<file path="config.mk">
export PLATFORM = sky130hd
export DESIGN_NAME = exec_sequencer
export DESIGN_NICKNAME = d
export VERILOG_FILES = /design/src/rtl/riscv_ctrl_pkg.sv /design/src/rtl/seq_watchdog.sv /design/src/rtl/exec_sequencer.sv
export SDC_FILE = /design/constraint.sdc
export NUM_CORES = 1
export LEC_CHECK = 0
export ABC_AREA = 1
export BUFFER_PORTS_ARGS = -buffer_cell sky130_fd_sc_hd__buf_4
export CAP_MARGIN = 5
export CORE_AREA = 2 2 110 112
export DETAILED_ROUTE_END_ITERATION = 6
export DIE_AREA = 0 0 112 114
export GPL_ROUTABILITY_DRIVEN = 0
export PLACE_DENSITY = 0.74
export SYNTH_ARGS = -nofsm -noshare
export SYNTH_HDL_FRONTEND = slang
export SYNTH_SLANG_ARGS = --single-unit
export TNS_END_PERCENT = 1
</file>
<file path="constraint.sdc">
create_clock -name clk -period 5 [get_ports clk]
set_clock_uncertainty 0.2 [all_clocks]
set_input_delay 0 -clock clk [delete_from_list [all_inputs] [get_ports clk]]
set_output_delay 0 -clock clk [all_outputs]
set_load 0.01 [all_outputs]
</file>
<file path="src/rtl/riscv_ctrl_pkg.sv">
// -----------------------------------------------------------------------------
// riscv_ctrl_pkg
//   Shared definitions for the single-issue ALU control path: sequencer state
//   encoding, the supported major opcodes, the PC increment and an opcode
//   legality helper.
// -----------------------------------------------------------------------------
package riscv_ctrl_pkg;

   typedef enum logic [2:0] {
      ST_IDLE      = 3'd0,
      ST_FETCH     = 3'd1,
      ST_DECODE    = 3'd2,
      ST_EXECUTE   = 3'd3,
      ST_WRITEBACK = 3'd4,
      ST_HALTED    = 3'd5
   } state_e;

   localparam logic [6:0] OPC_RTYPE = 7'b0110011;
   localparam logic [6:0] OPC_ITYPE = 7'b0010011;
   localparam int         PC_STEP   = 4;

   // Only register-register and register-immediate ALU ops reach the engine.
   function automatic logic is_legal_opc(input logic [6:0] opc);
      return (opc == OPC_RTYPE) || (opc == OPC_ITYPE);
   endfunction

endpackage

</file>
<file path="src/rtl/seq_watchdog.sv">
// -----------------------------------------------------------------------------
// seq_watchdog
//   Cycle counter bounding how long the sequencer waits for the ALU.
//   Ports:
//     clk, rst_n  : clock / async active-low reset
//     i_clr       : zero the counter (asserted the cycle before EXECUTE entry)
//     i_en        : count this cycle (high while in EXECUTE)
//     o_expired   : high in the TIMEOUT-th enabled cycle after a clear
// -----------------------------------------------------------------------------
module seq_watchdog #(
   parameter int TIMEOUT = 16
) (
   input  logic clk,
   input  logic rst_n,
   input  logic i_clr,
   input  logic i_en,
   output logic o_expired
);

   localparam int CW = $clog2(TIMEOUT + 1);

   logic [CW-1:0] r_cnt;

   // The counter holds (cycles spent in EXECUTE - 1), so the last allowed
   // cycle is the one where it reads TIMEOUT-1.
   assign o_expired = i_en && (r_cnt == CW'(TIMEOUT - 1));

   always_ff @(posedge clk or negedge rst_n) begin
      if (!rst_n)        r_cnt <= '0;
      else if (i_clr)    r_cnt <= '0;
      else if (i_en && !o_expired) r_cnt <= r_cnt + 1'b1;
   end

endmodule

</file>
<file path="src/rtl/exec_sequencer.sv">
// -----------------------------------------------------------------------------
// exec_sequencer
//   Multi-cycle control FSM for the single-issue RISC-V ALU datapath:
//   IDLE -> FETCH -> DECODE -> EXECUTE -> WRITEBACK -> (FETCH | HALTED).
//   Ports:
//     clk, rst               : clock / async active-low reset
//     imem_req/addr/valid/instr : instruction fetch handshake
//     instr_q                : latched instruction driving the datapath fields
//     alu_start/alu_done     : ALU engine handshake
//     rf_we/rf_rd            : register-file write-back strobe and target
//     halt/halted            : halt request (sampled in WRITEBACK) and status
//     illegal/alu_timeout    : sticky error flags
//     pc/retire_cnt          : program counter and retired-instruction count
// -----------------------------------------------------------------------------
module exec_sequencer
   import riscv_ctrl_pkg::*;
#(
   parameter int               WIDTH       = 32,
   parameter logic [WIDTH-1:0] PC_RESET    = '0,
   parameter int               IMEM_WORDS  = 256,
   parameter int               ALU_TIMEOUT = 16
) (
   input  logic             clk,
   input  logic             rst,
   output logic             imem_req,
   output logic [WIDTH-1:0] imem_addr,
   input  logic             imem_valid,
   input  logic [31:0]      imem_instr,
   output logic [31:0]      instr_q,
   output logic             alu_start,
   input  logic             alu_done,
   output logic             rf_we,
   output logic [4:0]       rf_rd,
   input  logic             halt,
   output logic             halted,
   output logic             illegal,
   output logic             alu_timeout,
   output logic [WIDTH-1:0] pc,
   output logic [31:0]      retire_cnt
);

   localparam logic [WIDTH-1:0] PC_MASK = WIDTH'(IMEM_WORDS * 4 - 1);

   state_e           r_state;
   logic [WIDTH-1:0] r_pc;
   logic [31:0]      r_instr_q;
   logic [31:0]      r_retire_cnt;
   logic             r_imem_req;
   logic             r_alu_start;
   logic             r_rf_we;
   logic             r_halted;
   logic             r_illegal;
   logic             r_alu_timeout;

   logic             w_wd_expired;
   logic [WIDTH-1:0] w_pc_next;

   assign w_pc_next = (r_pc + WIDTH'(PC_STEP)) & PC_MASK;

   seq_watchdog #(.TIMEOUT(ALU_TIMEOUT)) u_watchdog (
      .clk       (clk),
      .rst_n     (rst),
      .i_clr     (r_state == ST_DECODE),
      .i_en      (r_state == ST_EXECUTE),
      .o_expired (w_wd_expired)
   );

   always_ff @(posedge clk or negedge rst) begin
      if (!rst) begin
         r_state       <= ST_IDLE;
         r_pc          <= PC_RESET;
         r_instr_q     <= '0;
         r_retire_cnt  <= '0;
         r_imem_req    <= 1'b0;
         r_alu_start   <= 1'b0;
         r_rf_we       <= 1'b0;
         r_halted      <= 1'b0;
         r_illegal     <= 1'b0;
         r_alu_timeout <= 1'b0;
      end else begin
         // Single-cycle strobes default low every cycle.
         r_alu_start <= 1'b0;
         r_rf_we     <= 1'b0;
         case (r_state)
            ST_IDLE: begin
               r_state    <= ST_FETCH;
               r_imem_req <= 1'b1;
            end
            ST_FETCH: begin
               if (imem_valid) begin
                  r_instr_q  <= imem_instr;
                  r_imem_req <= 1'b0;
                  r_state    <= ST_DECODE;
               end
            end
            ST_DECODE: begin
               if (is_legal_opc(r_instr_q[6:0])) begin
                  r_state     <= ST_EXECUTE;
                  r_alu_start <= 1'b1;
               end else begin
                  // Retire the instruction without touching the ALU or RF.
                  r_illegal <= 1'b1;
                  r_state   <= ST_WRITEBACK;
               end
            end
            ST_EXECUTE: begin
               // r_alu_start is high only in the entry cycle, where a done
               // left over from a previous op must not be taken.
               if (!r_alu_start && alu_done) begin
                  r_state <= ST_WRITEBACK;
                  r_rf_we <= (r_instr_q[11:7] != 5'd0);
               end else if (w_wd_expired) begin
                  r_alu_timeout <= 1'b1;
                  r_state       <= ST_WRITEBACK;
               end
            end
            ST_WRITEBACK: begin
               r_pc         <= w_pc_next;
               r_retire_cnt <= r_retire_cnt + 32'd1;
               if (halt) begin
                  r_state  <= ST_HALTED;
                  r_halted <= 1'b1;
               end else begin
                  r_state    <= ST_FETCH;
                  r_imem_req <= 1'b1;
               end
            end
            ST_HALTED: begin
               if (!halt) begin
                  r_state    <= ST_FETCH;
                  r_halted   <= 1'b0;
                  r_imem_req <= 1'b1;
               end
            end
            default: begin
               r_state    <= ST_IDLE;
               r_imem_req <= 1'b0;
               r_halted   <= 1'b0;
            end
         endcase
      end
   end

   assign imem_req    = r_imem_req;
   assign imem_addr   = r_pc;
   assign instr_q     = r_instr_q;
   assign alu_start   = r_alu_start;
   assign rf_we       = r_rf_we;
   assign rf_rd       = r_instr_q[11:7];
   assign halted      = r_halted;
   assign illegal     = r_illegal;
   assign alu_timeout = r_alu_timeout;
   assign pc          = r_pc;
   assign retire_cnt  = r_retire_cnt;

endmodule

</file>
# --- Yosys cells after proc, flatten, opt, wreduce, memory -nomap -nowiden ---
# Cells that the tools add are included.
classes:
  n_reduce_logical: 18
  n_mux: 19
  n_div: 0
  mul: 0
  n_eq_ne: 13
  shifts: 0
  bitwise: 4
  add_sub_neg: 3
  magnitude_cmp: 0
op_table:
  columns: ["op", "n"]
  rows:
  - ["$add 32x1->32 const B", 1]
  - ["$mux 3", 6]
  - ["$pmux 3 s6", 1]
  - ["$reduce_and 3->1", 4]
  - ["$add 10x3->10 const B", 1]
  - ["$mux 5", 2]
  - ["$mux 1", 8]
  - ["$ne 2x2->1 const B", 4]
  - ["$eq 7x5->1 const B", 1]
  - ["$eq 7x6->1 const B", 1]
  - ["$eq 3x2->1 const B", 2]
  - ["$eq 3x3->1 const B", 2]
  - ["$add 5x1->5 const B", 1]
  - ["$eq 5x4->1 const B", 1]
  - ["$reduce_bool 5->1", 1]
  - ["$not 1->1", 4]
  - ["$pmux 1 s4", 1]
  - ["$reduce_and 2->1", 2]
  - ["$reduce_or 2->1", 2]
  - ["$reduce_or 4->1", 1]
  - ["$eq 3x1->1 const B", 1]
  - ["$logic_and 1x1->1", 3]
  - ["$logic_not 3->1", 1]
  - ["$ne 3x3->1 const B", 1]
  - ["other kinds (4)", 5]
totals:
  latchBits: 0
  mem_bits_rw: 0
  romBits: 0
  mem_count: 0
  in_bits: 37
  output_inout_bits: 139
  ff_bits: 88
  word_cells: 68

# --- Longest topological paths before layout ---
depth:
  word_depth: 6
  mapped_depth: 10
  ltp_nobuf: 10

# --- Modules after synthesis ---
# A second synthesis with hierarchy kept.
hier_totals:
  cells_unflattened: 484
  hier_area_um2: 4588.2
by_module_without_submodules:
  columns: ["mod", "area_each_um2", "n_inst", "cells_per_inst"]
  rows:
  - ["exec_sequencer", 4312.9, 1, 446]
  - ["seq_watchdog", 275.3, 1, 38]

# --- Worst setup path after synthesis ---
# OpenSTA, ideal clock, no wires.
synth_timing:
  kind: "reg-to-reg"
  from: "reg u_watchdog.r_cnt[0]"
  to: "reg r_state[2]"
  t_arrival_ns: 1.341
  stages_incl_launch_ff: 11
  t_required_ns: 4.679
  period_less_slack_ns: 1.661
  n_path_buf: 0
  setup_slack_ns: 3.339
  cell_sequence: "dfrtp_1 > ha_1 > nand2_1 > nor2_1 > ha_1 > inv_1 > nand2_1 > nor2_1 > nor2_1 > nand2_1 > nand2_1"
synth_between:
  elab_chain_len: 4
synth_rtl:
  columns: ["item", "line_no", "source"]
  rows:
  - ["start: declaration", "seq_watchdog.sv:22", "logic [CW-1:0] r_cnt;"]
  - ["start signal: assignment", "seq_watchdog.sv:31", "else if (i_en && !o_expired) r_cnt <= r_cnt + 1'b1;"]
  - ["$eq 5x4->1", "seq_watchdog.sv:26", "assign o_expired = i_en && (r_cnt == CW'(TIMEOUT - 1));"]
  - ["$logic_and 1x1->1", "seq_watchdog.sv:26", null]
  - ["$ne 3x3->1 (no line)", null, null]
  - ["$reduce_and 3->1 (no line)", null, null]
  - ["end signal: assignment", "exec_sequencer.sv:70", "r_state <= ST_IDLE;"]
  - ["end signal: assignment", "exec_sequencer.sv:86", "r_state <= ST_FETCH;"]
  - ["end signal: assignment", "exec_sequencer.sv:93", "r_state <= ST_DECODE;"]
  - ["end: declaration", "exec_sequencer.sv:44", "state_e r_state;"]
# Every way passes these cells.
# A chain may end at the register's enable or synchronous reset.

# --- Final worst setup path ---
layout_timing:
  from: "reg u_watchdog.r_cnt[0]"
  to: "reg r_state[0]"
# Same word-level chain as after synthesis.

==> flow_metrics.py <==
metrics = {
    "outcome": {
        "status": "completed",
    },
    "logic_synthesis": {
        "syn_avg_cell_area_sq_um": 9.22,
        "synth_edf_count": 0,
        "synth_flop_cell": "dfrtp_1",
        "synthArstFlopShare_pct": 100,
        "ys_ff_latch": 86,
        "synthesis.area_sq_um": 4510,
        "yosys_warnings": 0,
        "synthDistinctLibCells": 27,
        "synthCells": 489,
        "synth_seq_area_share_pct": 47.7,
    },
    "clock_network": {
        "cts_tree": "done",
        "root_buffer": "clkbuf_16",
        "numCtsBuffers": 9,
        "cts_buffer_depth": 2,
        "htreeDepth": 3,
        "clock_sinks": 86,
        "clock_latency_ns": 0.34,
        "clk_pin_slew_worst_paths_ns": 0.06,
        "post-cts-setup-buffers": 0,
        "cts_resized": 0,
    },
    "floorplanning": {
        "core-area_sq_um": 11700,
        "rows": 40,
        "die_w_um": 112,
        "fp.dieH_um": 114,
        "initial_core_util_pct": 38.5,
        "dieArea_sq_um": 12800,
        "ios": 176,
    },
    "worst_setup_path": {
        "end_kind": "register",
        "rr_worst_depth": 10,
        "path_buf_inv": 2,
        "rr_endpoint": "r_state[0]",
        "start_kind": "register",
        "path_cells": "ha_1 -> nand2_1 -> nor2_1 -> ha_1 -> inv_1 -> nand2_1 -> nor2_1 -> nor2_1 -> dlygate4sd3_1 -> nand3_1",
        "reg2reg_slack_ns": 2.67,
        "cp.arrival_ns": 2.36,
        "r2r-start": "u_watchdog.r_cnt[0]",
        "critPathKind": "reg2reg",
        "critical_path_depth": 10,
        "endpoint": "r_state[0]",
        "required_ns": 5.02,
        "path_delay_family": "simple AND/OR/NAND/NOR gates",
        "cp-startpoint": "u_watchdog.r_cnt[0]",
        "crit_fanout": 7,
        "crit_path_frequent_cell": "nor2_1",
        "cp_slowest_stage_delay_ns": 0.59,
        "cp_slowest_cell": "dlygate4sd3_1",
    },
    "finish": {
        "drive_gt1_share_pct": 28.0,
        "fillers": 1086,
        "syn2layout_area_growth_pct": 32.5,
        "n_antenna_cell": 0,
        "layout.nets": 687,
    },
    "placed_design": {
        "numPortBuffers": 127,
        "dpl_worst_slack_ns": 3.02,
        "dp_hpwl_um": 7220,
    },
    "global_route": {
        "grt_most_used_layer": "met2",
        "grt_pass1_wl_um": 16400,
        "grtUsageMet3_pct": 4.09,
        "track_usage_pct": 16.1,
        "grt_pass1_vias": 3467,
        "grt_start_max_net_pins": 87,
        "grt_use_met1_pct": 18.7,
        "grt-ovfl-total": 0,
        "antenna_found_initial": 0,
        "met2_usage_pct": 27.7,
    },
    "sta": {
        "rsz0062_at_grt": "false",
        "worstMarginPinSlew_ns": 1.09,
        "period_needed_ns": 2.33,
        "min_period_over_period_pct": 46.7,
        "setup-violations-final": 0,
        "max_freq_mhz": 429,
        "hold_viol": 0,
        "tns_ns": 0,
        "setup_slack_ns": 2.67,
        "drv_slew": 0,
        "slew_headroom_pct": 27.4,
    },
    "routing": {
        "vias": 3665,
        "drtIter0Drc": 146,
        "avgRoutedWirePerCell_um": 12.8,
        "firstDrtPassIters": 4,
        "drc": 0,
        "detail_route.vias_per_cell": 4.59,
        "ant_nets": 0,
        "wirelength_um": 10200,
    },
    "power": {
        "p_per_area_nw_per_um2": 445,
        "ir_drop_v": 0.000233,
        "p_leak_nw": 3.09,
    },
    "min_path": {
        "holdCritPathClass": "in2async",
    },
    "run": {
        "max_cap_viol_count": 0,
    },
}
## routing by layer
| layer | share of wire [%] | vias to the layer above |
|---|---|---|
| met5 | 0 | - |
| met4 | 2.1 | 0 |
| met3 | 6.2 | 17 |
| met2 | 52 | 133 |
| met1 | 39 | 1752 |
| li1 | - | 1763 |
## Yosys cell counts (5+ instances only)
| library cell | instances | area [sq um] |
|---|---|---|
| nand2_1 | 112 | 420 |
| xor2_1 | 12 | 105 |
| nor3_1 | 9 | 45.0 |
| a21oi_1 | 5 | 25.0 |
| mux2_2 | 23 | 259 |
| buf_4 | 62 | 465 |
| nand3b_1 | 7 | 52.6 |
| xnor2_1 | 10 | 87.6 |
| nand3_1 | 25 | 125 |
| mux2_4 | 8 | 120 |
| nor2_1 | 39 | 146 |
| dfrtp_1 | 86 | 2150 |
| inv_1 | 50 | 188 |
| nand4_1 | 16 | 100 |
## logic make-up after synthesis
family | Yosys count | synth area share (%)
other cells | 1 | 0.0832
mux | 31 | 8.41
fa+ha+maj | 4 | 1.11
compound gates | 13 | 1.66
flops | 86 | 47.7
xor+xnor | 22 | 4.27
simple gates | 216 | 21.4
buf+inv | 116 | 15.3
## worst min path at each step
stage                   startpoint  slack, ns     endpoint
finish                         rst       0.21  instr_q[14]
global placement    imem_instr[16]       0.03  instr_q[16]
floorplan                      rst      -0.50    alu_start
detailed placement  imem_instr[20]       0.03  instr_q[20]
global route        imem_instr[10]       0.23  instr_q[10]
CTS                 imem_instr[19]       0.21  instr_q[19]
## worst register-to-register path: stages, from the launching register on
cell	delay, ns
dfrtp_1	0.39
ha_1	0.19
nand2_1	0.07
nor2_1	0.10
ha_1	0.16
inv_1	0.04
nand2_1	0.17
nor2_1	0.08
nor2_1	0.15
dlygate4sd3_1	0.60
nand3_1	0.07
## area by class of cell
cell class / count / area [sq um] / share of cell area [%]
Timing Repair Buffer: 164 / 1320 / 22.2
Clock inverter: 3 / 18.8 / 0.314
Clock buffer: 13 / 260 / 4.36
Tap cell: 147 / 184 / 3.08
Multi-Input combinational cell: 334 / 1840 / 30.9
Inverter: 51 / 191 / 3.20
Sequential cell: 86 / 2150 / 36.0
## where the power goes
part | switching, mW | internal (mW)
sequential | 0.166 | 0.895
combinational | 0.447 | 0.521
clock | 0.265 | 0.363
total | 0.879 | 1.78
## metrics by stage
step	std cells	util (%)	cell area, sq um	hold WS (ns)	power [mW]
after global routing	798	51.0	5970	0.227	2.82
after detailed placement	745	45.5	5320	0.0339	2.01
after global placement	745	45.5	5320	0.0315	1.98
after CTS	798	51.0	5970	0.212	2.68
final	798	51.0	5970	0.214	2.66
after floorplan	536	-	4690	-0.496	1.64
## sequential cells by signal, indices dropped and copies added (netlist names), 3 cells and up
signal,cells
imem_addr,8
instr_q,32
r_state,3
retire_cnt,32
u_watchdog.r_cnt,5
## timing repair
item	CTS	global route
endpoints found under the setup margin	0	0
endpoints found under the hold margin	125	0
hold buffers	37	0
## layout by cell type (no fill, tap or decap), drive strengths merged
cell type / synthesis / final
a21oi: 5 / 5
dlygate4sd3: 0 / 37
o21ai: 4 / 4
nor2: 45 / 45
xnor2: 10 / 10
clkinv: 0 / 3
dfrtp: 86 / 86
buf: 65 / 127
mux2: 31 / 31
clkbuf: 0 / 13
xor2: 12 / 12
nand3: 26 / 26
nand3b: 7 / 7
conb: 1 / 48
nand4: 16 / 16
a31o: 1 / 1
ha: 4 / 4
nand2: 113 / 113
a211oi: 1 / 1
nor3: 9 / 9
o22ai: 1 / 1
o211ai: 1 / 1
inv: 51 / 51
No activity file was read; power rests on OpenSTA's default activity.
